[src/rtl/pdp8l_memcyc_init_pkg.sv]
// Shared types for the PDP-8/L memory-cycle initiator: FSM states, op codes, ident.
// Pure declarations, no timing or flow-control behaviour of its own.
package pdp8l_memcyc_pkg;

   typedef enum logic [3:0] {
      IDLE   = 4'd0,
      START  = 4'd1,
      WAITRL = 4'd2,
      WAITRH = 4'd3,
      WAITWL = 4'd4,
      WAITWH = 4'd5
   } state_t;

   typedef enum logic [1:0] {
      OP_NOP = 2'd0,
      OP_RD  = 2'd1,
      OP_WR  = 2'd2,
      OP_INC = 2'd3
   } op_t;

   localparam logic [15:0] IDENT   = 16'h4D49;
   localparam logic [31:0] BAD_REG = 32'hDEADBEEF;

   // Layout of ARM register 1; also the layout of the command word written to it.
   typedef struct packed {
      logic        busy;
      logic        timeout;
      logic        carry;
      logic [11:0] data;
      op_t         op;
      logic [14:0] addr;
   } stat_t;

   typedef struct packed {
      logic [11:0] data;
      op_t         op;
      logic [14:0] addr;
   } cmd_t;

   // 12-bit increment with carry-out in bit 12.
   function automatic logic [12:0] inc12(input logic [11:0] v);
      return {1'b0, v} + 13'd1;
   endfunction

endpackage

[src/rtl/pdp8l_memcyc_init_if.sv]
// ARM register port plus PDP-8/L break-cycle bus seen by the memory-cycle initiator.
// master = initiator side, slave = ARM/responder side.
interface pdp8l_memcyc_init_if;

   logic        armwrite;
   logic [1:0]  armraddr;
   logic [1:0]  armwaddr;
   logic [31:0] armwdata;
   logic [31:0] armrdata;

   logic        memstart;
   logic [11:0] memaddr;
   logic [11:0] memwdat;
   logic [2:0]  brkfld;
   logic        _bf_enab;
   logic [11:0] memrdat;
   logic        _mrdone;
   logic        _mwdone;

   modport master (
      input  armwrite, armraddr, armwaddr, armwdata, memrdat, _mrdone, _mwdone,
      output armrdata, memstart, memaddr, memwdat, brkfld, _bf_enab
   );

   modport slave (
      output armwrite, armraddr, armwaddr, armwdata, memrdat, _mrdone, _mwdone,
      input  armrdata, memstart, memaddr, memwdat, brkfld, _bf_enab
   );

endinterface

[src/rtl/pdp8l_memcyc_init.sv]
// ARM-driven initiator issuing one PDP-8/L break memory cycle per command; memstart one cycle after the write.
// No backpressure: commands written while busy are dropped; every wait state aborts after TIMEOUT cycles.
module pdp8l_memcyc_init
   import pdp8l_memcyc_pkg::*;
#(
   parameter int unsigned TIMEOUT = 500,
   parameter logic [11:0] VERSION = 12'h001
) (
   input  logic                       CLOCK,
   input  logic                       RESET,
   pdp8l_memcyc_init_if.master        mif
);

   localparam logic [9:0] TO_LIMIT = TIMEOUT[9:0];

   state_t      state_q, state_d;
   stat_t       stat_q, stat_d;
   logic [9:0]  tocount_q, tocount_d;
   logic        memstart_q, memstart_d;
   logic [11:0] memaddr_q, memaddr_d;
   logic [11:0] memwdat_q, memwdat_d;
   logic [2:0]  brkfld_q, brkfld_d;
   logic        bf_enab_n_q, bf_enab_n_d;

   cmd_t        cmd;
   logic        wr_cmd;
   logic        waiting;
   logic [12:0] inc_val;
   logic [31:0] rdata;
   logic        unused_wdata;

   assign cmd          = cmd_t'(mif.armwdata[28:0]);
   assign unused_wdata = ^mif.armwdata[31:29];
   assign wr_cmd       = mif.armwrite && (mif.armwaddr == 2'd1) && !stat_q.busy;
   assign waiting      = (state_q == WAITRL) || (state_q == WAITRH) ||
                         (state_q == WAITWL) || (state_q == WAITWH);
   assign inc_val      = inc12(mif.memrdat);

   always_ff @(posedge CLOCK) begin
      if (RESET) begin
         state_q     <= IDLE;
         stat_q      <= '0;
         tocount_q   <= '0;
         memstart_q  <= 1'b0;
         memaddr_q   <= '0;
         memwdat_q   <= '0;
         brkfld_q    <= '0;
         bf_enab_n_q <= 1'b1;
      end else begin
         state_q     <= state_d;
         stat_q      <= stat_d;
         tocount_q   <= tocount_d;
         memstart_q  <= memstart_d;
         memaddr_q   <= memaddr_d;
         memwdat_q   <= memwdat_d;
         brkfld_q    <= brkfld_d;
         bf_enab_n_q <= bf_enab_n_d;
      end
   end

   always_comb begin
      state_d     = state_q;
      stat_d      = stat_q;
      tocount_d   = tocount_q;
      memstart_d  = 1'b0;
      memaddr_d   = memaddr_q;
      memwdat_d   = memwdat_q;
      brkfld_d    = brkfld_q;
      bf_enab_n_d = bf_enab_n_q;

      case (state_q)
         IDLE: begin
            if (wr_cmd) begin
               stat_d.timeout = 1'b0;
               stat_d.carry   = 1'b0;
               if (cmd.op != OP_NOP) begin
                  stat_d.busy = 1'b1;
                  stat_d.op   = cmd.op;
                  stat_d.addr = cmd.addr;
                  if (cmd.op == OP_WR) stat_d.data = cmd.data;
                  // Bus outputs are loaded here so they are already valid while START is held.
                  memstart_d  = 1'b1;
                  memaddr_d   = cmd.addr[11:0];
                  brkfld_d    = cmd.addr[14:12];
                  bf_enab_n_d = 1'b0;
                  state_d     = START;
               end
            end
         end
         START: state_d = WAITRL;
         WAITRL: begin
            if (!mif._mrdone) begin
               case (stat_q.op)
                  OP_WR: memwdat_d = stat_q.data;
                  OP_INC: begin
                     stat_d.data  = inc_val[11:0];
                     stat_d.carry = inc_val[12];
                     memwdat_d    = inc_val[11:0];
                  end
                  default: begin
                     stat_d.data = mif.memrdat;
                     memwdat_d   = mif.memrdat;
                  end
               endcase
               state_d = WAITRH;
            end
         end
         WAITRH: if (mif._mrdone) state_d = WAITWL;
         WAITWL: if (!mif._mwdone) state_d = WAITWH;
         WAITWH: begin
            if (mif._mwdone) begin
               stat_d.busy = 1'b0;
               bf_enab_n_d = 1'b1;
               state_d     = IDLE;
            end
         end
         default: state_d = IDLE;
      endcase

      if (state_d != state_q) begin
         tocount_d = '0;
      end else if (waiting) begin
         if (tocount_q == TO_LIMIT) begin
            stat_d.timeout = 1'b1;
            stat_d.busy    = 1'b0;
            bf_enab_n_d    = 1'b1;
            state_d        = IDLE;
            tocount_d      = '0;
         end else begin
            tocount_d = tocount_q + 10'd1;
         end
      end
   end

   always_comb begin
      rdata = BAD_REG;
      case (mif.armraddr)
         2'd0:    rdata = {IDENT, 4'h1, VERSION};
         2'd1:    rdata = stat_q;
         2'd2:    rdata = {state_q, 16'h0000, tocount_q, mif._mrdone, mif._mwdone};
         default: rdata = BAD_REG;
      endcase
   end

   assign mif.armrdata = rdata;
   assign mif.memstart = memstart_q;
   assign mif.memaddr  = memaddr_q;
   assign mif.memwdat  = memwdat_q;
   assign mif.brkfld   = brkfld_q;
   assign mif._bf_enab = bf_enab_n_q;

endmodule

[src/flat_wrapper.sv]
// flat-port wrapper written by rule: the top's interface ports become plain ports
module pdp8l_memcyc_init_flat import pdp8l_memcyc_pkg::*;
#(
   parameter int unsigned TIMEOUT = 500,
   parameter logic [11:0] VERSION = 12'h001
)
  (CLOCK, RESET, mif_armwrite, mif_armraddr, mif_armwaddr, mif_armwdata, mif_memrdat, mif__mrdone, mif__mwdone, mif_armrdata, mif_memstart, mif_memaddr, mif_memwdat, mif_brkfld, mif__bf_enab);
  pdp8l_memcyc_init_if mif_i ();
  input  logic CLOCK;
  input  logic RESET;
  input wire logic [$bits(mif_i.armwrite)-1:0] mif_armwrite;
  input wire logic [$bits(mif_i.armraddr)-1:0] mif_armraddr;
  input wire logic [$bits(mif_i.armwaddr)-1:0] mif_armwaddr;
  input wire logic [$bits(mif_i.armwdata)-1:0] mif_armwdata;
  input wire logic [$bits(mif_i.memrdat)-1:0] mif_memrdat;
  input wire logic [$bits(mif_i._mrdone)-1:0] mif__mrdone;
  input wire logic [$bits(mif_i._mwdone)-1:0] mif__mwdone;
  output wire logic [$bits(mif_i.armrdata)-1:0] mif_armrdata;
  output wire logic [$bits(mif_i.memstart)-1:0] mif_memstart;
  output wire logic [$bits(mif_i.memaddr)-1:0] mif_memaddr;
  output wire logic [$bits(mif_i.memwdat)-1:0] mif_memwdat;
  output wire logic [$bits(mif_i.brkfld)-1:0] mif_brkfld;
  output wire logic [$bits(mif_i._bf_enab)-1:0] mif__bf_enab;
  assign mif_i.armwrite = mif_armwrite;
  assign mif_i.armraddr = mif_armraddr;
  assign mif_i.armwaddr = mif_armwaddr;
  assign mif_i.armwdata = mif_armwdata;
  assign mif_i.memrdat = mif_memrdat;
  assign mif_i._mrdone = mif__mrdone;
  assign mif_i._mwdone = mif__mwdone;
  assign mif_armrdata = mif_i.armrdata;
  assign mif_memstart = mif_i.memstart;
  assign mif_memaddr = mif_i.memaddr;
  assign mif_memwdat = mif_i.memwdat;
  assign mif_brkfld = mif_i.brkfld;
  assign mif__bf_enab = mif_i._bf_enab;
  pdp8l_memcyc_init #(.TIMEOUT(TIMEOUT), .VERSION(VERSION)) u_core (.CLOCK(CLOCK), .RESET(RESET), .mif(mif_i));
endmodule
[config.mk]
export PLATFORM = sky130hd
export DESIGN_NAME = pdp8l_memcyc_init_flat
export DESIGN_NICKNAME = d
export VERILOG_FILES = /design/src/rtl/pdp8l_memcyc_init_pkg.sv /design/src/rtl/pdp8l_memcyc_init_if.sv /design/src/rtl/pdp8l_memcyc_init.sv /design/src/flat_wrapper.sv
export SDC_FILE = /design/constraint.sdc
export NUM_CORES = 1
export LEC_CHECK = 0
export ABC_AREA = 1
export CAP_MARGIN = 30
export CORE_AREA = 2 2 125 127
export CTS_CLUSTER_SIZE = 14
export DETAILED_ROUTE_END_ITERATION = 8
export DIE_AREA = 0 0 127 129
export RECOVER_POWER = 50
export SYNTH_ARGS = -nofsm -noshare
export SYNTH_HDL_FRONTEND = slang
export SYNTH_SLANG_ARGS = --single-unit
[constraint.sdc]
create_clock -name CLOCK -period 1.9 [get_ports CLOCK]
set_clock_uncertainty 0.2 [all_clocks]
set_input_delay 0.38 -clock CLOCK [delete_from_list [all_inputs] [get_ports CLOCK]]
set_output_delay 0.38 -clock CLOCK [all_outputs]
set_load 0.02 [all_outputs]
==> results.yml, run 1 <==
timing:
  finalCriticalPeriod_ns: 1.88
  hold_viol: 0
  drv_slew: 0
  finalSetupViolCount: 0
  fmax_mhz: 533
  rsz0062_at_grt: "yes"
  finalCritPeriodShare_pct: 98.7
min_path:
  holdPathEnd: "u_core.stat_q[30]"
  min_path_type: "register to register"
  hold_depth: 2
  worstHoldStart: "u_core.stat_q[30]"
final_layout:
  fin_nets: 802
  antenna_cells: 0
  fin_util_pct: 38.3
  synthToLayoutAreaGrowth_pct: 55.3
  nFillCells: 1629
  drive_gt1_share_pct: 23.1
critical_path:
  worstPathRequired_ns: 1.32
  worst_r2r_path_depth: 9
  worstReg2RegStart: "u_core.state_q[1]"
  crit_type: "primary input to output port"
  cp.arrival_ns: 1.30
  rr_endpoint: "u_core.mif.brkfld[0]"
  crit_path_start_kind: "primary input"
  r2r_slack_ns: 0.07
  cp-startpoint: "mif_armraddr[0]"
  critPathCaptureType: "output port"
  critPathMaxFanout: 9
power:
  power.leakage_nw: 2.64
  total_power_w: 0.00346
  switching_share_pct: 26.3
  pwr-share-seq_pct: 37.3
  power_frac_comb_pct: 16.6
  p_int_w: 0.00255
  power_density_mw_per_mm2: 604
  vdd_drop_max_v: 0.000513
  p_switching_w: 0.000912
  clockPowerShare_pct: 46.1
synthesis:
  ys.flop_type: "dfxtp_1"
  avgSynthCellArea_um2: 6.42
  yosysMostFrequentCell: "nand2_1"
  synthTopCellsByCount: "116 x nand2_1, 74 x nor2_1, 69 x inv_1"
  synth_fp_nets: 631
  syn_inst: 575
  synthArstFlopShare_pct: 0
  netlist.top_cell.by_area: "dfxtp_1"
  syn_area_mm2: 0.00369
  synth.area.top_cells: "dfxtp_1 33%, nand2_1 12%, nor2_1 7.5%, o21ai_0 7.3%, a21oi_1 7.2%"
  ys_seq_elements: 60
  synthDistinctLibCells: 39
  synth_edf_count: 0
  yosysWarnings: 0
  synth.top_cell.area_share_pct: 32.5
  seq_area_frac_synth_pct: 32.5
floorplan:
  die_area_mm2: 0.0164
  die_w_um: 127
  io-pin-count: 114
  initial_core_util_pct: 24.7
  die_y_um: 129
  std_cell_rows: 45
  coreArea_mm2: 0.0150
drt:
  final_antenna_net_count: 0
  viasPerCell: 4.58
  firstDrtPassIters: 6
  vias: 4295
  drc_errors: 0
  totalWireLength_mm: 13.6
  drt_first_iter_violations: 241
  wl_per_cell_um: 14.5
clock_tree:
  htree_num_levels: 3
  cts_tree: "built"
  clk_path_buf_depth: 2
  cts.reportedPaths.clkPinSlew_ns: 0.05
  clock_sinks: 60
  cts_inserted_buffers: 9
  clkLatencyLatePin_ns: 0.33
  clock-root-buffer: "clkbuf_16"
global_routing:
  met3_usage_pct: 5.07
  grt_use_met1_pct: 20.4
  grt_pass1_wl_mm: 21.0
  grt_max_degree: 31
  grt_pass1_vias: 4143
  track_usage_pct: 16.7
  grt-busiest-layer: "met2"
  antenna_found_initial: 0
  grtUsageMet2_pct: 27.6
  grt.overflow.total: 0
outcome:
  status: "complete, no violations"
place:
  io_buffers: 110
  hpwl_mm: 10.3
  place.gp.congestion: 0.859
job:
  max_cap_viol_count: 0
-- worst max-delay path by stage --
stage	end	cells past startpoint
2_1_floorplan	mif_armrdata[10]	4
4_1_cts	mif_armrdata[31]	6
3_3_place_gp	mif_armrdata[16]	5
6_report	mif_armrdata[4]	6
5_1_grt	mif_armrdata[12]	5
3_5_place_dp	mif_armrdata[30]	6
-- flip-flops by register name, indices dropped and copies added (netlist names) --
register / count
u_core.stat_q: 18
u_core.mif.memaddr: 11
u_core.mif.memstart: 1
u_core.mif._bf_enab: 1
u_core.tocount_q: 10
u_core.mif.memwdat: 12
u_core.mif.brkfld: 3
u_core.state_q: 4
-- placed cells by master (no fill, tap or decap), types with 3 or more instances in the layout --
cell,n
nand2_1,109
buf_4,78
nor2_1,70
inv_1,66
dfxtp_1,60
o21ai_0,50
clkdlybuf4s50_1,50
a21oi_1,49
nand3_1,33
clkbuf_1,15
dlygate4sd2_1,15
nand2_2,11
o21bai_1,11
buf_2,11
clkbuf_16,10
nand4_1,9
clkbuf_2,8
inv_2,7
o22ai_1,7
nor2_4,7
nor3_1,6
clkdlybuf4s15_2,6
o21ai_1,5
dlymetal6s2s_1,5
nand3_4,4
buf_6,4
a21oi_2,3
nor2_2,3
o211ai_1,3
xor2_1,3
clkinv_2,3
-- power groups by stage --
stage | clock, W | combinational, W | sequential (W)
3_3_place_gp | 0 | 0.000592 | 0.00132
3_5_place_dp | 0 | 0.000592 | 0.00132
5_1_grt | 0.00168 | 0.000624 | 0.00129
4_1_cts | 0.00164 | 0.000582 | 0.00129
2_1_floorplan | 0 | 0.000257 | 0.00132
6_report | 0.00160 | 0.000576 | 0.00129
-- critical path, stage by stage --
cell and delay, ns:
clkdlybuf4s15_2 0.22, inv_2 0.11, nand2_1 0.06, buf_4 0.17, o21ai_0 0.17, buf_2 0.19
-- stage by stage --
stage / TNS, ns / setup slack (ns) / cell area (um2) / hold WS [ns] / cells
after global routing: -0.450 / -0.0423 / 5740 / 0.330 / 938
after detailed placement: -45.88 / -0.854 / 5470 / 0.297 / 920
after CTS: -0.00200 / -0.00200 / 5760 / 0.305 / 936
after global placement: -43.49 / -0.815 / 5470 / 0.296 / 920
after floorplan: -0.806 / -0.0731 / 3690 / 0.250 / 575
final: 0 / 0.0240 / 5740 / 0.309 / 938
-- kinds of logic after synthesis --
family          Yosys count  share of synthesized area, %
compound gates          137                          20.5
xor+xnor                  4                         0.948
fa+ha+maj                 3                          1.02
buf+inv                 112                          13.6
flops                    60                          32.5
other cells               1                         0.102
simple gates            258                          31.3
-- layer usage --
layer	wire [um]	up-vias
li1	-	2191
met1	5920	1940
met2	6480	144
met3	911	20
met4	287	0
met5	0	-
-- final cells by class --
cell class | instances | area [um2] | area share (%)
sequential | 60 | 1200 | 20.9
multi-input combinational | 403 | 2090 | 36.5
clock inverter | 5 | 53.8 | 0.938
clock buffer | 10 | 229 | 3.99
inverter | 76 | 297 | 5.17
tap | 188 | 235 | 4.10
timing repair buffer | 196 | 1630 | 28.3
-- timing repair --
action | in CTS | in global routing
endpoints found under the setup margin | 90 | 78
gates cloned | 0 | 1
pin swaps | 1 | 7
buffers inserted | 1 | 1
hold buffers | 0 | 0
resized for setup | 137 | 55
Note: power is estimated with default switching activity, not from simulation.
==> run 2: changes to the inputs <==
- GPL_TIMING_DRIVEN: default -> 0
==> results.yml, run 2 (synthesis results as in run 1) <==
final_layout:
  antenna_cells: 0
  drive_gt1_share_pct: 21.3
  largest_register_ffs: 18
  fin_util_pct: 37.4
  fin_nets: 760
  final_area_mm2: 0.00560
  layout_common_cells: "109 x nand2_1, 66 x nor2_1, 64 x inv_1"
  final_common_cell: "nand2_1"
  top_register: "u_core.stat_q"
  nFillCells: 1614
  synthToLayoutAreaGrowth_pct: 51.6
critical_path:
  worstPathRequired_ns: 1.93
  crit_slowest_cell: "clkdlybuf4s50_1"
  crit_path_start_kind: "primary input"
  critPathMaxFanout: 6
  crit_family: "buffers and inverters"
  crit_type: "primary input to register"
  critPathMaxStageDelay_ns: 0.47
  crit_buf_inv: 2
  r2r_slack_ns: 0.13
  cp.arrival_ns: 1.89
  critPathCaptureType: "register"
  path_cells: "clkdlybuf4s50_1, nand2_2, nor2_4, nand2_4, a21oi_4, nand2_4, buf_8, a21oi_1, a21oi_1"
drt:
  vias: 4194
  wl_per_cell_um: 15.6
  drt_first_iter_violations: 316
  viasPerCell: 4.68
  firstDrtPassIters: 5
  final_antenna_net_count: 0
  totalWireLength_mm: 14.0
  drc_errors: 0
global_routing:
  grt.overflow.total: 0
  track_usage_pct: 17.0
  grt_pass1_vias: 3953
  grt_pass1_wl_mm: 21.4
  grt_max_degree: 11
  antenna_found_initial: 0
timing:
  finalSetupTns_ns: 0
  hold_viol: 0
  finalWorstSetupSlack_ns: 0.0404
  finalCritPeriodShare_pct: 97.9
  finalCriticalPeriod_ns: 1.86
  worst_pin_slew_ns: 0.607
  rsz0062_at_grt: "yes"
  fmax_mhz: 538
  max_slew_margin_pct: 59.6
  drv_slew: 0
  finalSetupViolCount: 0
power:
  power.leakage_nw: 2.55
  power_density_mw_per_mm2: 649
  vdd_drop_max_v: 0.000484
  total_power_w: 0.00363
floorplan:
  die_area_mm2: 0.0164
  die_w_um: 127
  die_y_um: 129
  std_cell_rows: 45
  initial_core_util_pct: 24.7
  coreArea_mm2: 0.0150
  io-pin-count: 114
clock_tree:
  cts_inserted_buffers: 9
  clock-root-buffer: "clkbuf_16"
  cts.reportedPaths.clkPinSlew_ns: 0.06
  cts_tree: "built"
  clock_sinks: 60
  clk_path_buf_depth: 2
  htree_num_levels: 3
  clkLatencyLatePin_ns: 0.34
place:
  place_area_mm2: 0.00500
  hpwl_mm: 10.1
  post-place-ws_ns: -1.19
  place.gp.congestion: 0.861
  io_buffers: 107
job:
  max_cap_viol_count: 0
min_path:
  min_path_type: "primary input to register"
outcome:
  status: "complete, no violations"
[run 2: where the power goes]
part	switching (W)	internal, W	total [W]
Clock	0.000605	0.00118	0.00179
Sequential	0.0000146	0.00128	0.00129
Combinational	0.000318	0.000238	0.000556
Total	0.000938	0.00270	0.00363
[run 2: path summary, 6_finish.rpt]
| path | from | to | cells past startpoint |
|---|---|---|---|
| worst max register to register | u_core.stat_q[16] | u_core.mif.memwdat[10] | 9 |
| worst min register to register | u_core.stat_q[15] | u_core.stat_q[15] | 2 |
| worst max-delay path | mif_armwaddr[0] | u_core.stat_q[22] | 9 |
| worst min-delay path | RESET | u_core.mif.memstart | 2 |
[run 2: per-stage QoR]
| step | hold WS [ns] | instances |
|---|---|---|
| final | 0.263 | 897 |
| after detailed placement | 0.270 | 870 |
| after global placement | 0.269 | 870 |
| after global routing | 0.309 | 897 |
| after floorplan | 0.250 | 575 |
| after CTS | 0.270 | 890 |
[run 2: final cells by class]
cell class              instances  area (um2)  share of cell area (%)
clock buffers                  12         246                    4.40
flip-flops and latches         60        1210                    21.7
clock inverters                 4        72.6                    1.30
well taps                     188         235                    4.20
multi-input cells             403        2170                    38.8
inverters                      76         307                    5.47
plain buffers                  35         262                    4.67
repair buffers                119        1090                    19.5
[run 2: repair_timing]
| action | 4_1_cts | 5_1_grt |
|---|---|---|
| gates resized for setup | 164 | 61 |
| gates cloned | 0 | 1 |
| pin swaps | 1 | 8 |
| setup buffers | 5 | 6 |
| hold buffers | 0 | 0 |
| setup endpoints to repair | 94 | 51 |
[run 2: routing by layer]
layer / routed length [um] / vias up / GRT usage, %
met3: 980 / 19 / 4.74
met5: 0 / - / 0
li1: - / 2129 / -
met1: 6170 / 1902 / 21.5
met4: 240 / 0 / 5.04
met2: 6610 / 144 / 28.4
